--- src/rtl/ser_video_rx_if.sv ---
// Serial video link plus the rebuilt pixel/line outputs of the receiver.
// The slave modport is the receiver; the master modport is the link driver / pixel consumer.
interface ser_video_rx_if #(
    parameter int unsigned BITS = 7
);
    logic            VIDEO_R_SER;
    logic            VIDEO_G_SER;
    logic            VIDEO_B_SER;
    logic            VIDEO_CLK_SER;
    logic            VIDEO_LAT_SER;
    logic [BITS-1:0] VIDEO_R;
    logic [BITS-1:0] VIDEO_G;
    logic [BITS-1:0] VIDEO_B;
    logic            PIX_STB;
    logic            FRAME_ERR;
    logic [8:0]      LINE_PIXELS;
    logic            LINE_STB;

    modport master (
        output VIDEO_R_SER, VIDEO_G_SER, VIDEO_B_SER, VIDEO_CLK_SER, VIDEO_LAT_SER,
        input  VIDEO_R, VIDEO_G, VIDEO_B, PIX_STB, FRAME_ERR, LINE_PIXELS, LINE_STB
    );

    modport slave (
        input  VIDEO_R_SER, VIDEO_G_SER, VIDEO_B_SER, VIDEO_CLK_SER, VIDEO_LAT_SER,
        output VIDEO_R, VIDEO_G, VIDEO_B, PIX_STB, FRAME_ERR, LINE_PIXELS, LINE_STB
    );
endinterface

--- src/rtl/ser_video_rx.sv ---
// Oversampling receiver for the serial RGB video link: rebuilds BITS-wide pixels on LAT rises
// and measures pixels per line using idle gaps on the bit clock.
module ser_video_rx #(
    parameter int unsigned BITS         = 7,
    parameter int unsigned SYNC_STAGES  = 2,
    parameter int unsigned IDLE_TIMEOUT = 64
) (
    input logic           CLK_24M,
    input logic           nRESET,
    ser_video_rx_if.slave vid
);
    localparam int unsigned IW = $clog2(IDLE_TIMEOUT + 1);

    // Bit order in the sync chain: {LAT, CLK, B, G, R}.
    logic [SYNC_STAGES-1:0][4:0] sync_q, sync_d;
    logic [4:0]                  sync_o;
    logic [1:0]                  dly_q;
    logic                        clk_rise, lat_rise, idle_fire;

    logic [BITS-1:0] sr_r_q, sr_r_d, sr_g_q, sr_g_d, sr_b_q, sr_b_d;
    logic [BITS-1:0] vid_r_q, vid_r_d, vid_g_q, vid_g_d, vid_b_q, vid_b_d;
    logic [3:0]      bitcnt_q, bitcnt_d, bitcnt_clk;
    logic [8:0]      pixcnt_q, pixcnt_d;
    logic [8:0]      line_pixels_q, line_pixels_d;
    logic [IW-1:0]   idlecnt_q, idlecnt_d;
    logic            pix_stb_q, pix_stb_d;
    logic            frame_err_q, frame_err_d;
    logic            line_stb_q, line_stb_d;

    always_comb begin
        sync_d[0] = {vid.VIDEO_LAT_SER, vid.VIDEO_CLK_SER, vid.VIDEO_B_SER, vid.VIDEO_G_SER,
                     vid.VIDEO_R_SER};
        for (int i = 1; i < int'(SYNC_STAGES); i++) begin
            sync_d[i] = sync_q[i-1];
        end
    end

    assign sync_o   = sync_q[SYNC_STAGES-1];
    assign clk_rise = sync_o[3] & ~dly_q[0];
    assign lat_rise = sync_o[4] & ~dly_q[1];

    always_comb begin
        sr_r_d        = sr_r_q;
        sr_g_d        = sr_g_q;
        sr_b_d        = sr_b_q;
        bitcnt_clk    = bitcnt_q;
        vid_r_d       = vid_r_q;
        vid_g_d       = vid_g_q;
        vid_b_d       = vid_b_q;
        pix_stb_d     = 1'b0;
        frame_err_d   = 1'b0;
        line_stb_d    = 1'b0;
        line_pixels_d = line_pixels_q;
        pixcnt_d      = pixcnt_q;
        idlecnt_d     = idlecnt_q;
        idle_fire     = 1'b0;

        if (clk_rise) begin
            sr_r_d     = {sr_r_q[BITS-2:0], sync_o[0]};
            sr_g_d     = {sr_g_q[BITS-2:0], sync_o[1]};
            sr_b_d     = {sr_b_q[BITS-2:0], sync_o[2]};
            bitcnt_clk = (bitcnt_q == 4'd15) ? 4'd15 : bitcnt_q + 4'd1;
            idlecnt_d  = '0;
        end else if (idlecnt_q < IW'(IDLE_TIMEOUT)) begin
            idlecnt_d = idlecnt_q + 1'b1;
            idle_fire = (idlecnt_q == IW'(IDLE_TIMEOUT - 1));
        end
        bitcnt_d = bitcnt_clk;

        // A bit clocked in the same cycle as LAT already counts toward this word.
        if (lat_rise) begin
            bitcnt_d = '0;
            if (bitcnt_clk == 4'(BITS)) begin
                vid_r_d   = sr_r_d;
                vid_g_d   = sr_g_d;
                vid_b_d   = sr_b_d;
                pix_stb_d = 1'b1;
                pixcnt_d  = (pixcnt_q == 9'd511) ? 9'd511 : pixcnt_q + 9'd1;
            end else begin
                frame_err_d = 1'b1;
            end
        end

        // Evaluated after LAT so a pixel landing on the timeout edge joins the closing line.
        if (idle_fire) begin
            if (pixcnt_d != '0) begin
                line_pixels_d = pixcnt_d;
                line_stb_d    = 1'b1;
                pixcnt_d      = '0;
            end
            if (bitcnt_d != '0) begin
                frame_err_d = 1'b1;
                bitcnt_d    = '0;
            end
        end
    end

    always_ff @(posedge CLK_24M or negedge nRESET) begin
        if (!nRESET) begin
            sync_q        <= '0;
            dly_q         <= '0;
            sr_r_q        <= '0;
            sr_g_q        <= '0;
            sr_b_q        <= '0;
            vid_r_q       <= '0;
            vid_g_q       <= '0;
            vid_b_q       <= '0;
            bitcnt_q      <= '0;
            pixcnt_q      <= '0;
            line_pixels_q <= '0;
            idlecnt_q     <= IW'(IDLE_TIMEOUT);
            pix_stb_q     <= 1'b0;
            frame_err_q   <= 1'b0;
            line_stb_q    <= 1'b0;
        end else begin
            sync_q        <= sync_d;
            dly_q         <= sync_o[4:3];
            sr_r_q        <= sr_r_d;
            sr_g_q        <= sr_g_d;
            sr_b_q        <= sr_b_d;
            vid_r_q       <= vid_r_d;
            vid_g_q       <= vid_g_d;
            vid_b_q       <= vid_b_d;
            bitcnt_q      <= bitcnt_d;
            pixcnt_q      <= pixcnt_d;
            line_pixels_q <= line_pixels_d;
            idlecnt_q     <= idlecnt_d;
            pix_stb_q     <= pix_stb_d;
            frame_err_q   <= frame_err_d;
            line_stb_q    <= line_stb_d;
        end
    end

    assign vid.VIDEO_R     = vid_r_q;
    assign vid.VIDEO_G     = vid_g_q;
    assign vid.VIDEO_B     = vid_b_q;
    assign vid.PIX_STB     = pix_stb_q;
    assign vid.FRAME_ERR   = frame_err_q;
    assign vid.LINE_PIXELS = line_pixels_q;
    assign vid.LINE_STB    = line_stb_q;
endmodule

--- src/flat_wrapper.sv ---
// flat-port wrapper written by rule: the top's interface ports become plain ports
module ser_video_rx_flat 
#(
    parameter int unsigned BITS         = 7,
    parameter int unsigned SYNC_STAGES  = 2,
    parameter int unsigned IDLE_TIMEOUT = 64
)
  (CLK_24M, nRESET, vid_VIDEO_R_SER, vid_VIDEO_G_SER, vid_VIDEO_B_SER, vid_VIDEO_CLK_SER, vid_VIDEO_LAT_SER, vid_VIDEO_R, vid_VIDEO_G, vid_VIDEO_B, vid_PIX_STB, vid_FRAME_ERR, vid_LINE_PIXELS, vid_LINE_STB);
  ser_video_rx_if #(.BITS(BITS)) vid_i ();
  input logic CLK_24M;
  input logic nRESET;
  input wire logic [$bits(vid_i.VIDEO_R_SER)-1:0] vid_VIDEO_R_SER;
  input wire logic [$bits(vid_i.VIDEO_G_SER)-1:0] vid_VIDEO_G_SER;
  input wire logic [$bits(vid_i.VIDEO_B_SER)-1:0] vid_VIDEO_B_SER;
  input wire logic [$bits(vid_i.VIDEO_CLK_SER)-1:0] vid_VIDEO_CLK_SER;
  input wire logic [$bits(vid_i.VIDEO_LAT_SER)-1:0] vid_VIDEO_LAT_SER;
  output wire logic [$bits(vid_i.VIDEO_R)-1:0] vid_VIDEO_R;
  output wire logic [$bits(vid_i.VIDEO_G)-1:0] vid_VIDEO_G;
  output wire logic [$bits(vid_i.VIDEO_B)-1:0] vid_VIDEO_B;
  output wire logic [$bits(vid_i.PIX_STB)-1:0] vid_PIX_STB;
  output wire logic [$bits(vid_i.FRAME_ERR)-1:0] vid_FRAME_ERR;
  output wire logic [$bits(vid_i.LINE_PIXELS)-1:0] vid_LINE_PIXELS;
  output wire logic [$bits(vid_i.LINE_STB)-1:0] vid_LINE_STB;
  assign vid_i.VIDEO_R_SER = vid_VIDEO_R_SER;
  assign vid_i.VIDEO_G_SER = vid_VIDEO_G_SER;
  assign vid_i.VIDEO_B_SER = vid_VIDEO_B_SER;
  assign vid_i.VIDEO_CLK_SER = vid_VIDEO_CLK_SER;
  assign vid_i.VIDEO_LAT_SER = vid_VIDEO_LAT_SER;
  assign vid_VIDEO_R = vid_i.VIDEO_R;
  assign vid_VIDEO_G = vid_i.VIDEO_G;
  assign vid_VIDEO_B = vid_i.VIDEO_B;
  assign vid_PIX_STB = vid_i.PIX_STB;
  assign vid_FRAME_ERR = vid_i.FRAME_ERR;
  assign vid_LINE_PIXELS = vid_i.LINE_PIXELS;
  assign vid_LINE_STB = vid_i.LINE_STB;
  ser_video_rx #(.BITS(BITS), .SYNC_STAGES(SYNC_STAGES), .IDLE_TIMEOUT(IDLE_TIMEOUT)) u_core (.CLK_24M(CLK_24M), .nRESET(nRESET), .vid(vid_i));
endmodule
--- config.mk ---
export PLATFORM = sky130hd
export DESIGN_NAME = ser_video_rx_flat
export DESIGN_NICKNAME = d
export VERILOG_FILES = /design/src/rtl/ser_video_rx_if.sv /design/src/rtl/ser_video_rx.sv /design/src/flat_wrapper.sv
export SDC_FILE = /design/constraint.sdc
export NUM_CORES = 1
export LEC_CHECK = 0
export ABC_AREA = 1
export CORE_MARGIN = 1
export CORE_UTILIZATION = 56
export DETAILED_ROUTE_END_ITERATION = 10
export GPL_TIMING_DRIVEN = 1
export PLACE_DENSITY_LB_ADDON = 0.3
export SKIP_CTS_REPAIR_TIMING = 1
export SLEW_MARGIN = 10
export SYNTH_ARGS = -nofsm -noshare
export SYNTH_HDL_FRONTEND = slang
export SYNTH_SLANG_ARGS = --single-unit
--- constraint.sdc ---
create_clock -name CLK_24M -period 2.5 [get_ports CLK_24M]
set_clock_uncertainty 0.2 [all_clocks]
set_input_delay 0.75 -clock CLK_24M [delete_from_list [all_inputs] [get_ports CLK_24M]]
set_output_delay 0.75 -clock CLK_24M [all_outputs]
set_load 0.05 [all_outputs]
==> metrics.cfg, run 1 <==
[floorplanning]
io_pins = 40
die_x_um = 83.6
dieHeight_um = 83.6
start_util_pct = 58.3
core_um2 = 6390
num_rows = 29
dieArea_um2 = 6980

[timing]
setup_viol = 0
finalHoldViolations = 0
min_period_ns = 2.46
rsz0062_at_grt = yes
finalCritPeriodShare_pct = 98.5
maxSlewViolCount = 0
relSlewSlack_pct = 63.5
fmax_ghz = 0.406
worst_pin_slew_ns = 0.547
tns_ns = 0

[grt]
grt_max_degree = 34
track_usage_pct = 22.6
antenna_found_initial = 0
grt_overflow_total = 0
grt_pass1_wl_um = 12400
grt_pass1_vias = 2721

[synthesis]
synth_seq_cells = 86
yosysSeqAreaShare_pct = 57.8
synth_ff_type = dfrtp_1
synth.most_common_cell = nand2_1
synth_nets = 436
synth_top_area_share_pct = 57.1
synth_edf_count = 0
syn_area_um2 = 3730
postSynthCellCount = 426
yosys.area.top_type = dfrtp_1
synthArstFlopShare_pct = 100
netlist_top_cells_area = dfrtp_1 57%, nand2_1 17%, inv_1 4.2%
synth_cell_types = 34
synth_common_cells = 165 x nand2_1, 85 x dfrtp_1, 42 x inv_1
ys_warn_count = 0
syn_area_per_cell_um2 = 8.75

[critical_path]
cp.required_ns = 2.59
crit_fanout = 6
reg2reg_from = u_core.bitcnt_q[1]$_DFF_PN0_
critPathKind = flip-flop to flip-flop
crit_start = u_core.bitcnt_q[1]$_DFF_PN0_
cp-end-kind = flip-flop
crit_arrival_ns = 2.55
cp-start-kind = flip-flop

[clocking]
clock_latency_ns = 0.35
cts-root-buf = clkbuf_8
clock-sinks = 86
cts_buffers = 9
cts_tree = built
path_clk_slew_ns = 0.08
clk_path_buf_depth = 2
htreeDepth = 3

[route]
first_iter_violations = 153
wire_per_inst_um = 13.7
vias = 2902
ant_nets = 0
via_per_inst = 5.15
wl_um = 7750
drcViolationCount = 0
first_pass_iters = 5

[final_layout]
nNetsFinal = 493
multi_input_comb_area_um2 = 1450
num-fill-cells = 470
fin_area_um2 = 4640
final_util_pct = 72.6
seq_area_um2 = 2150
drive_gt1_share_pct = 19.7
diodes = 0
area_delta_synth_final_pct = 24.5

[job]
max-cap-violations = 0

[place]
hpwl_um = 4930
place_congestion = 0.851
io_buffers = 39
placed_area_um2 = 4240

[power]
p_leak_nw = 2.77
total_power_mw = 3.65
powerDensity_nw_per_um2 = 787
peakVddDrop_uv = 612

[run_status]
status = finished clean

[hold_path]
hp-class = input port to asynchronous set/reset pin

-- stage by stage --
step / cells / hold slack [ns] / setup slack, ns
finish: 564 / 0.0981 / 0.0372
floorplan: 426 / 0.131 / 0.288
CTS: 556 / 0.0886 / -0.0273
detailed placement: 541 / 0.135 / 0.0796
global placement: 541 / 0.133 / 0.158
global route: 564 / 0.100 / -0.0946
-- flip-flops by register name, summed over array words and instances, names as in the netlist --
signal and flops:
u_core.idlecnt_q 7, u_core.sr_r_q 7, u_core.sr_b_q 7, u_core.vid.LINE_PIXELS 9, u_core.vid.VIDEO_B 7, u_core.vid.PIX_STB 1, u_core.sync_d 5, u_core.pixcnt_q 9
u_core.vid.LINE_STB 1, u_core.vid.VIDEO_R 7, u_core.vid.FRAME_ERR 1, u_core.vid.VIDEO_G 7, u_core.dly_q 2, u_core.sr_g_q 7, u_core.bitcnt_q 4, u_core.sync_o 5
-- per-layer routing --
layer	track usage (%)	part of all wire [%]
met5	0	0
met4	10.3	1.5
met3	4.95	3.5
met2	36.3	51
met1	29.7	44
-- power breakdown --
part	switching [mW]	internal, mW
clock network	0.482	0.485
registers	0.123	1.57
logic	0.649	0.340
total	1.25	2.40
-- final cells by class --
| class | instances | share of cell area, % |
|---|---|---|
| Clock inverter | 3 | 0.971 |
| Sequential cell | 86 | 46.4 |
| Inverter | 48 | 3.99 |
| Clock buffer | 12 | 3.13 |
| Tap cell | 77 | 2.08 |
| Timing Repair Buffer | 55 | 12.1 |
| Multi-Input combinational cell | 283 | 31.3 |
-- worst max-delay path: stages, from the launching register on --
cell,delay (ns)
dfrtp_1,0.37
ha_2,0.20
nand2_2,0.07
nor2_4,0.15
nor2_4,0.06
nor2_4,0.13
nand2_2,0.08
nor2_4,0.17
nand3_4,0.17
o21ai_4,0.22
nand2_2,0.07
inv_2,0.09
nand3_4,0.15
nand2_4,0.15
nand2_2,0.05
nand2_1,0.05
-- cells by family (layout without fill, tap and decap cells) --
group	after synthesis	count (layout)	share of synthesized area (%)
XOR/XNOR	3	3	0.705
adder cells (fa/ha/maj)	3	3	1.01
flip-flops	86	86	57.8
buffers and inverters	60	118	6.48
AND/OR/NAND/NOR	253	256	30.8
AO/OA/AOI/OAI	21	21	3.26
-- final timing paths --
path                                                         end  slack [ns]  depth (start not counted)
setup / recovery           u_core.vid.LINE_PIXELS[0]$_DFFE_PN0P_        0.04                         15
hold / removal                 u_core.vid.VIDEO_R[0]$_DFFE_PN0P_         0.1                          1
setup reg to reg           u_core.vid.LINE_PIXELS[0]$_DFFE_PN0P_        0.04                         15
hold reg to reg                       u_core.sync_o[2]$_DFF_PN0_        0.15                          0
max in group asynchronous             u_core.sync_o[3]$_DFF_PN0_        1.45                          2
min in group CLK_24M                  u_core.sync_o[2]$_DFF_PN0_        0.15                          0
-- cell usage in the layout (no fill, tap or decap), drive strengths merged, types with 5 or more instances in the layout --
cell type / Yosys / layout
clkdlybuf4s50: 0 / 16
clkbuf: 8 / 12
nand2: 187 / 188
o21ai: 13 / 13
dfrtp: 85 / 85
buf: 4 / 21
inv: 48 / 48
nor2: 30 / 30
a21oi: 5 / 5
dlymetal6s2s: 0 / 18
nand3: 24 / 26
Power figures use the tool's default switching activity.
==> inputs of run 2 (changes only) <==
Clock period 2.5 ns to 2.4 ns, I/O delays scaled along.
==> run 2 against run 1 <==
Against the previous run:
- cell area is 0.51% lower
- die area unchanged
- flip-flop and latch count unchanged
- register-to-register slack worse by 0.14 ns
- critical endpoint is now u_core.vid.LINE_PIXELS[8]$_DFFE_PN0P_
- worst hold slack gained 0.018 ns
- sequential power grew 4%
- critical path depth up 1
- the flow now finishes with violations (setup timing)
- count of clock-buffer cells in the layout fell by 1
==> metrics.cfg, run 2 (synthesis results as in run 1) <==
[timing]
min_period_ns = 2.50
setup_viol = 10
finalHoldViolations = 0
rsz0062_at_grt = yes
worst_pin_slew_ns = 0.502
relSlewSlack_pct = 66.5
maxSlewViolCount = 0
fmax_ghz = 0.400
finalCritPeriodShare_pct = 104
layout_setup_ws_ns = -0.0992

[critical_path]
cpMaxStageDelayCell = dfrtp_1
cp-start-kind = flip-flop
crit_fanout = 5
max_stage_delay_ns = 0.43
path_cells = ha_4 > nand2_4 > nor2_4 > nor2_2 > nor2_2 > nand2_2 > nor2_4 > buf_6 > nand4_1 > nand2_2 > nand2_2 > nor2_4 > nand3_4 > nand2_8 > nand2_2 > nand2_2
critPathKind = flip-flop to flip-flop
cp_top_family = simple AND/OR/NAND/NOR gates
cp-end-kind = flip-flop
crit_path_frequent_cell = nand2_2
cp.required_ns = 2.49
crit_arrival_ns = 2.59
path_buf_inv = 1

[floorplanning]
num_rows = 29
core_um2 = 6390
io_pins = 40
start_util_pct = 58.3
die_x_um = 83.6
dieHeight_um = 83.6
dieArea_um2 = 6980

[clocking]
clk_path_buf_depth = 2
clock_latency_ns = 0.35
htreeDepth = 3
path_clk_slew_ns = 0.09
clock-sinks = 86
cts_tree = built
cts_buffers = 9
cts-root-buf = clkbuf_8

[final_layout]
diodes = 0
multi_input_comb_area_um2 = 1450
fin_area_um2 = 4620
num-fill-cells = 465
seq_area_um2 = 2150
layout_commonest_cell = nand2_1
drive_gt1_share_pct = 25.7
area_delta_synth_final_pct = 23.9
final_cells = 572
mostFrequentLayoutCells = 159 x nand2_1, 84 x dfrtp_1, 50 x buf_4
nNetsFinal = 500

[route]
first_pass_iters = 4
ant_nets = 0
wl_met2_um = 3860
first_iter_violations = 149
vias = 2902
wl_um = 7690
drcViolationCount = 0
routed-wl-met3_um = 231
via_per_inst = 5.07
wire_per_inst_um = 13.4
wl_met1_um = 3480
top_layer_used = met4

[run_status]
status = complete, but fails checks
violations = setup timing

[grt]
grt_pass1_wl_um = 12600
antenna_found_initial = 0
grt_overflow_total = 0
grt_max_degree = 56
track_usage_pct = 22.7
grt_pass1_vias = 2787

[power]
p_sw_share_pct = 35.2
total_power_mw = 3.74
pwr-share-seq_pct = 47.4
combPwrFrac_pct = 26.6
p_sw_mw = 1.32
pwr-share-clk_pct = 25.9
powerDensity_nw_per_um2 = 810
p_int_mw = 2.42
peakVddDrop_uv = 660
p_leak_nw = 2.59

[place]
pre_cts_ws_ns = -0.0533
dp_cells = 544
io_buffers = 39
placed_area_um2 = 4220
hpwl_um = 4940
place_congestion = 0.865

[job]
max-cap-violations = 0

[hold_path]
hp-class = input port to asynchronous set/reset pin

==> run 2: metrics by stage <==
| stage | hold slack, ns | utilization, % | TNS (ns) |
|---|---|---|---|
| final | 0.117 | 72.3 | -0.774 |
| after global routing | 0.121 | 72.3 | -2.35 |
| after CTS | 0.118 | 69.1 | -0.648 |
| after detailed placement | 0.135 | 66.1 | -0.345 |
| after global placement | 0.133 | 66.1 | 0 |
| after floorplan | 0.131 | - | 0 |
==> run 2: path summary, 6_finish.rpt <==
kind	start	to	slack [ns]	cells after the start
worst max-delay path	u_core.bitcnt_q[0]$_DFF_PN0_	u_core.vid.LINE_PIXELS[8]$_DFFE_PN0P_	-0.1	16
worst max register to register	u_core.bitcnt_q[0]$_DFF_PN0_	u_core.vid.LINE_PIXELS[8]$_DFFE_PN0P_	-0.1	16
worst min-delay path	nRESET	u_core.sync_d[5]$_DFF_PN0_	0.12	2
worst min register to register	u_core.sync_d[6]$_DFF_PN0_	u_core.sync_o[1]$_DFF_PN0_	0.15	0
max in group asynchronous	nRESET	u_core.idlecnt_q[6]$_DFFE_PN1P_	1.55	2
min in group CLK_24M	u_core.sync_d[6]$_DFF_PN0_	u_core.sync_o[1]$_DFF_PN0_	0.15	0
==> run 2: routing by layer <==
| layer | GRT usage, % | vias to the layer above |
|---|---|---|
| li1 | - | 1432 |
| met1 | 30.6 | 1408 |
| met2 | 36.8 | 52 |
| met3 | 4.85 | 10 |
| met4 | 7.86 | 0 |
| met5 | 0 | - |
==> run 2: layout make-up <==
type | instances | share of cell area (%)
clock buffers | 11 | 3.28
clock inverters | 5 | 0.867
inverters | 48 | 4.01
multi-input cells | 283 | 31.3
flip-flops and latches | 86 | 46.7
well taps | 77 | 2.09
repair buffers | 62 | 11.7
==> run 2: power groups by stage <==
| stage | sequential, mW | clock, mW | combinational, mW |
|---|---|---|---|
| floorplan | 1.90 | 0 | 0.532 |
| global placement | 1.78 | 0 | 0.866 |
| detailed placement | 1.80 | 0 | 0.889 |
| CTS | 1.77 | 0.982 | 0.898 |
| global route | 1.80 | 1.04 | 1.11 |
| finish | 1.77 | 0.968 | 0.996 |
